[src/rtl/debounce_pkg.sv]
// Shared constants for the switch debouncer. Optional macro DEBOUNCE_TOGGLE_EN
// (used by the top level) selects click-toggle LEDs instead of level-follow LEDs.
package debounce_pkg;

  localparam int NUM_SWITCHES           = 4;
  localparam int DEBOUNCE_LIMIT_DEFAULT = 250000;

  // The counter must hold DEBOUNCE_LIMIT-1. One spare code keeps LIMIT=1 at one bit.
  function automatic int cnt_width(input int limit);
    return $clog2(limit + 1);
  endfunction

endpackage

[src/rtl/debounce_switches_if.sv]
// Board-side signal bundle of the debouncer: raw switch pins in, LEDs and
// conditioned switch levels/events out.
interface debounce_switches_if;
  import debounce_pkg::*;

  logic                    i_switch_1;
  logic                    i_switch_2;
  logic                    i_switch_3;
  logic                    i_switch_4;
  logic                    o_led_1;
  logic                    o_led_2;
  logic                    o_led_3;
  logic                    o_led_4;
  logic [NUM_SWITCHES-1:0] o_switch;
  logic [NUM_SWITCHES-1:0] o_press;
  logic [NUM_SWITCHES-1:0] o_release;

  // Board / stimulus side.
  modport master (
    output i_switch_1, i_switch_2, i_switch_3, i_switch_4,
    input  o_led_1, o_led_2, o_led_3, o_led_4,
    input  o_switch, o_press, o_release
  );

  // Debouncer side.
  modport slave (
    input  i_switch_1, i_switch_2, i_switch_3, i_switch_4,
    output o_led_1, o_led_2, o_led_3, o_led_4,
    output o_switch, o_press, o_release
  );

endinterface

[src/rtl/debounce_filter.sv]
// One debounce channel: 2-flop synchroniser, stability counter, stable bit and
// registered one-cycle press/release pulses.
module debounce_filter
  import debounce_pkg::*;
#(
  parameter int DEBOUNCE_LIMIT = DEBOUNCE_LIMIT_DEFAULT
) (
  input  logic i_clk,
  input  logic i_rst,
  input  logic i_raw,
  output logic o_stable,
  output logic o_press,
  output logic o_release
);

  localparam int            CW   = cnt_width(DEBOUNCE_LIMIT);
  localparam logic [CW-1:0] LAST = CW'(DEBOUNCE_LIMIT - 1);

  logic          r_sync1;
  logic          r_sync2;
  logic          r_stable;
  logic          r_press;
  logic          r_release;
  logic [CW-1:0] r_count;

  logic w_differ;
  logic w_commit;

  assign w_differ = (r_sync2 != r_stable);
  assign w_commit = w_differ && (r_count == LAST);

  always_ff @(posedge i_clk) begin
    if (i_rst) begin
      r_sync1   <= 1'b0;
      r_sync2   <= 1'b0;
      r_stable  <= 1'b0;
      r_press   <= 1'b0;
      r_release <= 1'b0;
      r_count   <= '0;
    end else begin
      // NOTE: non-blocking assignments are what make r_sync1/r_sync2 two real
      // pipeline stages; blocking ones would collapse them into a single flop.
      r_sync1   <= i_raw;
      r_sync2   <= r_sync1;
      r_press   <= w_commit &&  r_sync2;
      r_release <= w_commit && !r_sync2;
      // Any agreeing sample restarts the count, so short bounces never commit.
      if (!w_differ || w_commit) begin
        r_count <= '0;
      end else begin
        r_count <= r_count + CW'(1);
      end
      if (w_commit) begin
        r_stable <= r_sync2;
      end
    end
  end

  assign o_stable  = r_stable;
  assign o_press   = r_press;
  assign o_release = r_release;

endmodule

[src/rtl/debounce_switches.sv]
// Four independent debounce channels driving the board LEDs. Define
// DEBOUNCE_TOGGLE_EN for click-toggle LEDs; otherwise LEDs show the debounced level.
module debounce_switches
  import debounce_pkg::*;
#(
  parameter int DEBOUNCE_LIMIT = DEBOUNCE_LIMIT_DEFAULT
) (
  input  logic                i_clk,
  input  logic                i_rst,
  debounce_switches_if.slave  bus
);

  logic [NUM_SWITCHES-1:0] w_raw;
  logic [NUM_SWITCHES-1:0] w_stable;
  logic [NUM_SWITCHES-1:0] w_press;
  logic [NUM_SWITCHES-1:0] w_release;
  logic [NUM_SWITCHES-1:0] w_led;

  assign w_raw = {bus.i_switch_4, bus.i_switch_3, bus.i_switch_2, bus.i_switch_1};

  for (genvar g = 0; g < NUM_SWITCHES; g++) begin : g_chan
    debounce_filter #(
      .DEBOUNCE_LIMIT (DEBOUNCE_LIMIT)
    ) u_filter (
      .i_clk     (i_clk),
      .i_rst     (i_rst),
      .i_raw     (w_raw[g]),
      .o_stable  (w_stable[g]),
      .o_press   (w_press[g]),
      .o_release (w_release[g])
    );
  end

`ifdef DEBOUNCE_TOGGLE_EN
  logic [NUM_SWITCHES-1:0] r_led;

  always_ff @(posedge i_clk) begin
    if (i_rst) begin
      r_led <= '0;
    end else begin
      r_led <= r_led ^ w_release;
    end
  end

  // XOR with the live pulse lets the LED flip on the same edge as o_release;
  // r_led absorbs the flip one edge later, when the pulse has dropped.
  assign w_led = r_led ^ w_release;
`else
  assign w_led = w_stable;
`endif

  assign bus.o_switch  = w_stable;
  assign bus.o_press   = w_press;
  assign bus.o_release = w_release;
  assign bus.o_led_1   = w_led[0];
  assign bus.o_led_2   = w_led[1];
  assign bus.o_led_3   = w_led[2];
  assign bus.o_led_4   = w_led[3];

endmodule

[src/flat_wrapper.sv]
// flat-port wrapper written by rule: the top's interface ports become plain ports
module debounce_switches_flat import debounce_pkg::*;
#(
  parameter int DEBOUNCE_LIMIT = DEBOUNCE_LIMIT_DEFAULT
)
  (i_clk, i_rst, bus_i_switch_1, bus_i_switch_2, bus_i_switch_3, bus_i_switch_4, bus_o_led_1, bus_o_led_2, bus_o_led_3, bus_o_led_4, bus_o_switch, bus_o_press, bus_o_release);
  debounce_switches_if bus_i ();
  input  logic i_clk;
  input  logic i_rst;
  input wire logic [$bits(bus_i.i_switch_1)-1:0] bus_i_switch_1;
  input wire logic [$bits(bus_i.i_switch_2)-1:0] bus_i_switch_2;
  input wire logic [$bits(bus_i.i_switch_3)-1:0] bus_i_switch_3;
  input wire logic [$bits(bus_i.i_switch_4)-1:0] bus_i_switch_4;
  output wire logic [$bits(bus_i.o_led_1)-1:0] bus_o_led_1;
  output wire logic [$bits(bus_i.o_led_2)-1:0] bus_o_led_2;
  output wire logic [$bits(bus_i.o_led_3)-1:0] bus_o_led_3;
  output wire logic [$bits(bus_i.o_led_4)-1:0] bus_o_led_4;
  output wire logic [$bits(bus_i.o_switch)-1:0] bus_o_switch;
  output wire logic [$bits(bus_i.o_press)-1:0] bus_o_press;
  output wire logic [$bits(bus_i.o_release)-1:0] bus_o_release;
  assign bus_i.i_switch_1 = bus_i_switch_1;
  assign bus_i.i_switch_2 = bus_i_switch_2;
  assign bus_i.i_switch_3 = bus_i_switch_3;
  assign bus_i.i_switch_4 = bus_i_switch_4;
  assign bus_o_led_1 = bus_i.o_led_1;
  assign bus_o_led_2 = bus_i.o_led_2;
  assign bus_o_led_3 = bus_i.o_led_3;
  assign bus_o_led_4 = bus_i.o_led_4;
  assign bus_o_switch = bus_i.o_switch;
  assign bus_o_press = bus_i.o_press;
  assign bus_o_release = bus_i.o_release;
  debounce_switches #(.DEBOUNCE_LIMIT(DEBOUNCE_LIMIT)) u_core (.i_clk(i_clk), .i_rst(i_rst), .bus(bus_i));
endmodule
[config.mk]
export PLATFORM = sky130hd
export DESIGN_NAME = debounce_switches_flat
export DESIGN_NICKNAME = d
export VERILOG_FILES = /design/src/rtl/debounce_pkg.sv /design/src/rtl/debounce_switches_if.sv /design/src/rtl/debounce_filter.sv /design/src/rtl/debounce_switches.sv /design/src/flat_wrapper.sv
export SDC_FILE = /design/constraint.sdc
export NUM_CORES = 1
export LEC_CHECK = 0
export ABC_AREA = 0
export ABC_CLOCK_PERIOD_IN_PS = 2500
export CAP_MARGIN = 10
export CORE_ASPECT_RATIO = 0.5
export CORE_MARGIN = 2
export CORE_UTILIZATION = 35
export CTS_BUF_LIST = sky130_fd_sc_hd__clkbuf_4 sky130_fd_sc_hd__clkbuf_8
export DETAILED_ROUTE_END_ITERATION = 16
export HOLD_SLACK_MARGIN = 0.08
export PLACE_DENSITY = 0.62
export SYNTH_ARGS = -nofsm -noshare
export SYNTH_HDL_FRONTEND = slang
export SYNTH_HIERARCHICAL = 1
export SYNTH_SLANG_ARGS = --single-unit
[constraint.sdc]
create_clock -name i_clk -period 2.5 [get_ports i_clk]
set_input_delay 0.375 -clock i_clk [delete_from_list [all_inputs] [get_ports i_clk]]
set_output_delay 0.375 -clock i_clk [all_outputs]
set_load 0.03 [all_outputs]
=== Word level (Yosys, flattened, before mapping) ===
Cells that the tools add are included.

* Add/sub/neg operators: 4
* Equality and inequality tests: 8
* Reduce and logical (&&, ||, !) cells: 28

{| class="wikitable"
|+ Operators with widths
! kind !! number
|-
| $add 18x1->18 const B || 4
|-
| $eq 18x18->1 const B || 4
|-
| $logic_and 1x1->1 || 12
|-
| $logic_not 1->1 || 8
|-
| $reduce_or 2->1 || 4
|-
| $logic_or 1x1->1 || 4
|-
| $ne 1x1->1 || 4
|}

* Register bits after elaboration: 92
* Bits of input ports: 6
* Output and inout port bits: 16
* Word-level logic and storage cells: 64

=== Depth between registers and ports, before layout ===
Gate-level depths: netlist of run 1.

* Depth after elaboration: 4
* Gate-level depth with buffers: 6
* Mapped depth without buffers: 5

=== Cells and area by module ===
The synthesis of run 1 kept the hierarchy.

{| class="wikitable"
|+ Modules (own cells, without submodules)
! module !! times used !! cells each !! area an instance (um2) !! seq. area each (um2)
|-
| debounce_filter || 4 || 114 || 1078.5 || 460.4
|-
| debounce_switches || 1 || 4 || 30.0 || 0.0
|}

=== Worst setup path before layout of run 1 ===
No wires, ideal clock.

* Kind: reg-to-reg
* From: reg u_core.g_chan[0].u_filter.r_count[10]
* To: reg u_core.g_chan[0].u_filter.r_count[10]
* Setup time: 115 ps
* Arrival time: 1727 ps
* Data required time: 2385 ps
* Path slack: 658 ps
* Cell stages (with the launch flop): 7
* Buffers on the path: 2
* Clock period less this slack: 1842 ps
* Path through: dfxtp_1 buf_4 or4bb_1 or3_4 o21ai_4 buf_6 nor2_2

* Word-level cells in the longest chain between the ends: 4
* Elaborated cells on any way between the ends: 5
* Classes of those cells: add/sub (1); eq/ne (1); reduce/logical (3)

{| class="wikitable"
|+ Ends and longest elaborated chain
! item !! line !! source
|-
| from (decl) || debounce_filter.sv:24 || <nowiki>logic [CW-1:0] r_count;</nowiki>
|-
| from (signal assigned) || debounce_filter.sv:51 || <nowiki>r_count <= r_count + CW'(1);</nowiki>
|-
| parallel branches: the longest is 4 deep, another holds $add 18x1->18 || - ||
|}

Parallel ways; which one is timed is not known.
A chain may end at the register's enable or synchronous reset.

=== Worst setup path after layout of run 1 ===
* From: reg u_core.g_chan[1].u_filter.r_count[0]
* To: reg u_core.g_chan[1].u_filter.r_count[4]

* Word-level cells in the longest chain between the ends: 4
* Elaborated cells on any way between the ends: 5
* Classes of those cells: add/sub (1); eq/ne (1); reduce/logical (3)

{| class="wikitable"
|+ Ends and longest elaborated chain
! item !! line
|-
| from (decl) || debounce_filter.sv:24
|-
| from (signal assigned) || debounce_filter.sv:51
|-
| parallel branches: the longest is 4 deep, another holds $add 18x1->18 || -
|}

Parallel ways; which one is timed is not known.

==> results of run 1 <==
==> cells in the final DEF (no fill, tap or decap), types with 9 or more instances in the layout <==
master | Yosys | routed
clkdlybuf4s50_1 | 0 | 21
nand3_1 | 20 | 20
buf_4 | 12 | 9
nor3_1 | 20 | 20
xnor2_1 | 56 | 56
nand2_1 | 24 | 24
clkbuf_8 | 0 | 9
nor2_2 | 40 | 40
inv_1 | 12 | 12
dfxtp_1 | 92 | 92
nor2_1 | 36 | 36
nand4_1 | 28 | 28
nor4_1 | 32 | 32
==> power breakdown <==
group          switching [uW]  leakage, uW  internal, uW
Combinational            25.4     0.000420          21.9
Clock                     513    0.0000811           355
Sequential               5.66     0.000743          1470
Total                     544      0.00124          1850
==> how the worst max path moves through the flow <==
stage                                                           startpoint                                                to  slack, ps  depth (start not counted)
after floorplan           u_core/g_chan[0].u_filter/r_count[10]$_SDFF_PP0_  u_core/g_chan[0].u_filter/r_count[10]$_SDFF_PP0_        660                          6
after global placement                                               i_rst   u_core/g_chan[3].u_filter/r_count[7]$_SDFF_PP0_        530                          5
after detailed placement                                             i_rst   u_core/g_chan[3].u_filter/r_count[7]$_SDFF_PP0_        500                          5
after CTS                  u_core/g_chan[3].u_filter/r_count[5]$_SDFF_PP0_   u_core/g_chan[3].u_filter/r_count[7]$_SDFF_PP0_        520                          5
after global routing       u_core/g_chan[1].u_filter/r_count[0]$_SDFF_PP0_   u_core/g_chan[1].u_filter/r_count[4]$_SDFF_PP0_        390                          6
final                      u_core/g_chan[1].u_filter/r_count[0]$_SDFF_PP0_   u_core/g_chan[1].u_filter/r_count[4]$_SDFF_PP0_        520                          6
==> routing by layer <==
| metal | vias to the layer above | track usage |
|---|---|---|
| met4 | 0 | 0.03214 |
| met1 | 1506 | 0.1656 |
| met3 | 2 | 0.04620 |
| li1 | 1672 | - |
| met2 | 69 | 0.1996 |
| met5 | - | 0 |
==> per-stage QoR <==
step	std cells	total power (uW)	hold slack [ps]	area [sq um]	setup slack (ps)
2_1_floorplan	460	1539	413.8	4344	658.0
3_3_place_gp	639	1559	424.9	4693	529.1
3_5_place_dp	639	1560	431.4	4693	500.4
4_1_cts	654	2439	458.1	4860	516.8
5_1_grt	654	2505	472.5	4860	386.8
6_report	654	2393	449.3	4860	517.0
==> sequential cells by signal, indices dropped and copies added (netlist names) <==
| name | flops |
|---|---|
| u_core/g_chan.u_filter/o_stable | 4 |
| u_core/g_chan.u_filter/o_press | 4 |
| u_core/g_chan.u_filter/r_sync1 | 4 |
| u_core/g_chan.u_filter/r_sync2 | 4 |
| u_core/g_chan.u_filter/r_count | 72 |
| u_core/g_chan.u_filter/o_release | 4 |
==> logic make-up after synthesis <==
group,after synthesis,share of synthesized area
and+or+nand+nor,252,0.3548
DFF,92,0.4240
xor gates and xnor gates,64,0.1290
buffers and inverters,28,0.04147
AOI/OAI and AO/OA,20,0.03917
adders and majority gates,4,0.01152
==> final cells by class <==
cell class | instances | area [sq um] | area share
clock buffer | 9 | 123.9 | 0.02549
clock inverter | 6 | 42.54 | 0.008754
inverter | 12 | 45.04 | 0.009269
multi-input combinational | 340 | 2322 | 0.4779
sequential | 92 | 1842 | 0.3790
tap | 165 | 206.4 | 0.04248
timing repair buffer | 30 | 277.8 | 0.05716
==> results.json, run 1 <==
{
  "cts.hold.buffers_added": 0,
  "tritoncts": "yes",
  "syn-cell-area_sq_mm": 0.004344,
  "synth_common_cells": "dfxtp_1, xnor2_1, nor2_2, nor2_1, nor4_1",
  "cts_buffer_depth": 2,
  "finalCriticalPeriod_ps": 1983,
  "post_cts_buffers": 0,
  "async_flop_share": 0,
  "critPathLaunchType": "flop",
  "post-route-period-util": 0.7932,
  "grt_pass1_wl_um": 13640,
  "synth-seq-cells": 92,
  "cts_sinks": 92,
  "min_path_type": "reg -> reg",
  "slew_headroom": 0.6768,
  "leakagePower_uw": 0.001244,
  "ant_nets": 0,
  "path_buf_inv": 1,
  "synth.most_common_cell": "dfxtp_1",
  "drive_gt1_frac": 0.1881,
  "crit_path_max_fanout": 17,
  "hpwl_um": 5637,
  "wl_met3_um": 353,
  "status": "finished clean",
  "ir_drop_mv": 0.2634,
  "ff2ff_path_depth": 6,
  "ys_warn_count": 6,
  "post_cts_resized": 0,
  "syn_inst": 460,
  "finalMaxSlewViolations": 0,
  "worstMarginPinSlew_ps": 483.3,
  "gr-total-overflow": 0,
  "grt_pass1_vias": 2886,
  "track_usage": 0.1265,
  "crit_family": "simple AND/OR/NAND/NOR gates",
  "gp_congestion": 0.7895,
  "critPathSlowestCell": "or3_4",
  "wl_met2_um": 3480,
  "via_per_inst": 4.968,
  "synth.area.top_cells": "dfxtp_1, xnor2_1, nor2_2",
  "n_antenna_cell": 0,
  "met1Wirelength_um": 4105,
  "avgSynthCellArea_sq_um": 9.444,
  "synthFlopType": "dfxtp_1",
  "maxCapViolCount": 0,
  "r2r-start": "u_core/g_chan[1].u_filter/r_count[0]$_SDFF_PP0_",
  "reg2reg_to": "u_core/g_chan[1].u_filter/r_count[4]$_SDFF_PP0_",
  "ys_seq_area_frac": 0.4240,
  "synth.distinct_cells": 29,
  "clock-skew-final_ps": 12.18,
  "fin_tns_setup_ps": 0,
  "numCtsBuffers": 9,
  "dieArea_sq_mm": 0.01337,
  "rsz0062_at_grt": "no",
  "power.density_mw_per_mm2": 492.5,
  "critPathRequiredTime_ps": 2740,
  "timing_worst_setup_path_type": "reg -> reg",
  "synth.top_cell.area_share": 0.4240,
  "setup_viol_count_final": 0,
  "grt_antenna_before_repair": 0,
  "nets": 495,
  "hold_end": "u_core/g_chan[2].u_filter/r_sync2$_SDFF_PP0_",
  "io_buffers": 21,
  "final_hold_viol_count": 0,
  "synth_enable_flop_cells": 0,
  "cp-end-kind": "flop",
  "die_w_um": 161.6,
  "wl_per_cell_um": 12.20,
  "r2r_slack_ps": 520,
  "min-delay-start": "u_core/g_chan[2].u_filter/r_sync1$_SDFF_PP0_",
  "grt_max_degree": 18,
  "fp-row-count": 28,
  "vias": 3249,
  "start_util": 0.3636,
  "first_pass_iters": 5,
  "cts.clk_slew.worst_paths_ps": 90,
  "synth.net_count": 470,
  "fill_cells": 1145,
  "drc_errors": 0,
  "htree_levels": 3,
  "clock_latency_ps": 350,
  "layout-area-overhead-vs-synth_pct": 11.87,
  "utilization": 0.4068,
  "io_pins": 22,
  "drt_wl_total_um": 7980,
  "core_sq_mm": 0.01195,
  "cts_root_buf": "clkbuf_8",
  "hold_path_depth": 1,
  "crit_chain": "ha_1 > nand3_1 > or3_4 > o21ai_4 > buf_4 > nor2_1",
  "cpPeakStageDelay_ps": 470,
  "yosysTopAreaCell": "dfxtp_1",
  "max_freq_mhz": 504.3,
  "dr.first_iter.drc_count": 202,
  "cp.arrival_ps": 2220,
  "route.top_layer_used": "met4",
  "die_y_um": 82.78
}
Note: power is estimated with default switching activity, not from simulation.
==> run 2, diff against run 1 <==
Settings changed: ABC_CLOCK_PERIOD_IN_PS 2500 to 2000.
Clock period 2.5 ns to 2 ns, I/O delays scaled along.
==> run 2 against run 1 <==
  * Via count increased by 4.0%
  * Power increased by 48%
  * Combinational power increased by 37%
  * Die area unchanged
  * Worst hold slack got worse by 4.6 ps
  * Design area increased by 8.2%
  * Worst setup slack got worse by 350 ps
  * Critical path type unchanged
  * Highest routed layer unchanged
==> results.json, run 2 (synthesized netlist as in run 1, its figures left out) <==
{
  "layout-area-overhead-vs-synth_pct": 21.05,
  "post_cts_resized": 0,
  "p_switching_uw": 714.0,
  "start_util": 0.3636,
  "critPathRequiredTime_ps": 2260,
  "gp_congestion": 0.8597,
  "critPathSlowestCell": "or4bb_1",
  "via_per_inst": 4.910,
  "status": "finished clean",
  "cts_sinks": 92,
  "timing_worst_setup_path_type": "reg -> reg",
  "grt_pass1_vias": 3074,
  "maxCapViolCount": 0,
  "post-route-period-util": 0.9172,
  "tritoncts": "yes",
  "rsz0062_at_grt": "no",
  "ant_nets": 0,
  "final_common_cell": "dfxtp_1",
  "met2_usage": 0.2248,
  "gr-total-overflow": 0,
  "grt_use_met1": 0.1751,
  "htree_levels": 3,
  "seq_power_share": 0.522,
  "utilization": 0.4402,
  "leakagePower_uw": 0.001491,
  "crit_chain": "or4bb_1 > or3_4 > o21ai_4 > buf_12 > nor2_1",
  "n_antenna_cell": 0,
  "post_cts_buffers": 0,
  "ir_drop_mv": 0.2852,
  "cts_root_buf": "clkbuf_8",
  "clock-skew-final_ps": 12.89,
  "vias": 3378,
  "grt_pass1_wl_um": 14520,
  "die_w_um": 161.6,
  "final_cell_mix": "dfxtp_1, xnor2_1, nor2_2",
  "min_path_type": "reg -> reg",
  "grt_util_met3": 0.03974,
  "worstMarginPinSlew_ps": 490.3,
  "whs_ps": 444.7,
  "hpwl_um": 6247,
  "p_int_uw": 2826,
  "cts_buffer_depth": 2,
  "finalCriticalPeriod_ps": 1834,
  "crit_family": "simple AND/OR/NAND/NOR gates",
  "setup_viol_count_final": 0,
  "final_hold_viol_count": 0,
  "path_buf_inv": 1,
  "first_pass_iters": 4,
  "grt_busiest_layer": "met2",
  "core_sq_mm": 0.01195,
  "pwr-share-comb": 0.018,
  "slew_headroom": 0.6701,
  "crit_path_max_fanout": 17,
  "dr.first_iter.drc_count": 122,
  "cp-end-kind": "flop",
  "grt_max_degree": 21,
  "critPathLaunchType": "flop",
  "cpPeakStageDelay_ps": 560,
  "clkPwrFrac": 0.460,
  "multi_input_area_sq_mm": 0.002322,
  "largest_reg_flops": 72,
  "worst_slack_ps": 165.7,
  "wl_per_cell_um": 12.60,
  "numCtsBuffers": 9,
  "fin_tns_setup_ps": 0,
  "finalMaxSlewViolations": 0,
  "clock_latency_ps": 370,
  "nets": 529,
  "seqCellArea_sq_mm": 0.001842,
  "max_freq_mhz": 545.2,
  "cp.arrival_ps": 2100,
  "dieArea_sq_mm": 0.01337,
  "power.density_mw_per_mm2": 673.2,
  "cts.hold.buffers_added": 0,
  "grt_antenna_before_repair": 0,
  "fp-row-count": 28,
  "io_buffers": 21,
  "regMostFlops": "u_core/g_chan.u_filter/r_count",
  "io_pins": 22,
  "drive_gt1_frac": 0.2409,
  "fill_cells": 1136,
  "drt_wl_total_um": 8667,
  "swShare": 0.2017,
  "drc_errors": 0,
  "die_y_um": 82.78,
  "post-place-ws_ps": 197.0,
  "track_usage": 0.1361,
  "cts.clk_slew.worst_paths_ps": 100
}
==> run 2: changes by cell type in the layout (fill, tap and decap cells not counted) <==
cell,before,now
buf_12,0,4
inv_6,0,1
clkinv_4,2,0
clkinvlp_4,2,1
bufinv_16,0,4
clkinv_2,2,0
buf_4,9,39
==> run 2: cell type report <==
type	instances	area share
Clock inverter	6	0.02593
Multi-Input combinational cell	340	0.4416
Timing Repair Buffer	64	0.1109
Clock buffer	9	0.02355
Sequential cell	92	0.3502
Tap cell	165	0.03926
Inverter	12	0.008565
==> run 2: power groups by stage <==
| stage | Clock, uW | Combinational (uW) | Sequential (uW) |
|---|---|---|---|
| final | 1630 | 64.6 | 1850 |
| after global routing | 1750 | 70.5 | 1850 |
| after CTS | 1670 | 65.8 | 1850 |
| after detailed placement | 0 | 66.0 | 1890 |
| after global placement | 0 | 64.9 | 1890 |
| after floorplan | 0 | 34.6 | 1890 |
==> run 2: final timing paths <==
| path | start | depth (start not counted) | slack (ps) | endpoint |
|---|---|---|---|---|
| setup / recovery | u_core/g_chan[1].u_filter/r_count[6]$_SDFF_PP0_ | 5 | 170 | u_core/g_chan[1].u_filter/r_count[5]$_SDFF_PP0_ |
| hold reg to reg | u_core/g_chan[1].u_filter/r_sync1$_SDFF_PP0_ | 1 | 440 | u_core/g_chan[1].u_filter/r_sync2$_SDFF_PP0_ |
| setup reg to reg | u_core/g_chan[1].u_filter/r_count[6]$_SDFF_PP0_ | 5 | 170 | u_core/g_chan[1].u_filter/r_count[5]$_SDFF_PP0_ |
| hold / removal | u_core/g_chan[1].u_filter/r_sync1$_SDFF_PP0_ | 1 | 440 | u_core/g_chan[1].u_filter/r_sync2$_SDFF_PP0_ |
==> run 2: per-stage QoR <==
step / instances / area, sq um / total power (uW)
floorplan: 460 / 4344 / 1923
global placement: 673 / 4999 / 1955
detailed placement: 673 / 4999 / 1956
CTS: 688 / 5259 / 3588
global route: 688 / 5259 / 3669
finish: 688 / 5259 / 3540
==> run 2: layer usage <==
| layer | vias to the layer above | routed length, um |
|---|---|---|
| li1 | 1733 | - |
| met2 | 55 | 3838 |
| met4 | 0 | 87 |
| met3 | 9 | 314 |
| met5 | - | 0 |
| met1 | 1581 | 4427 |
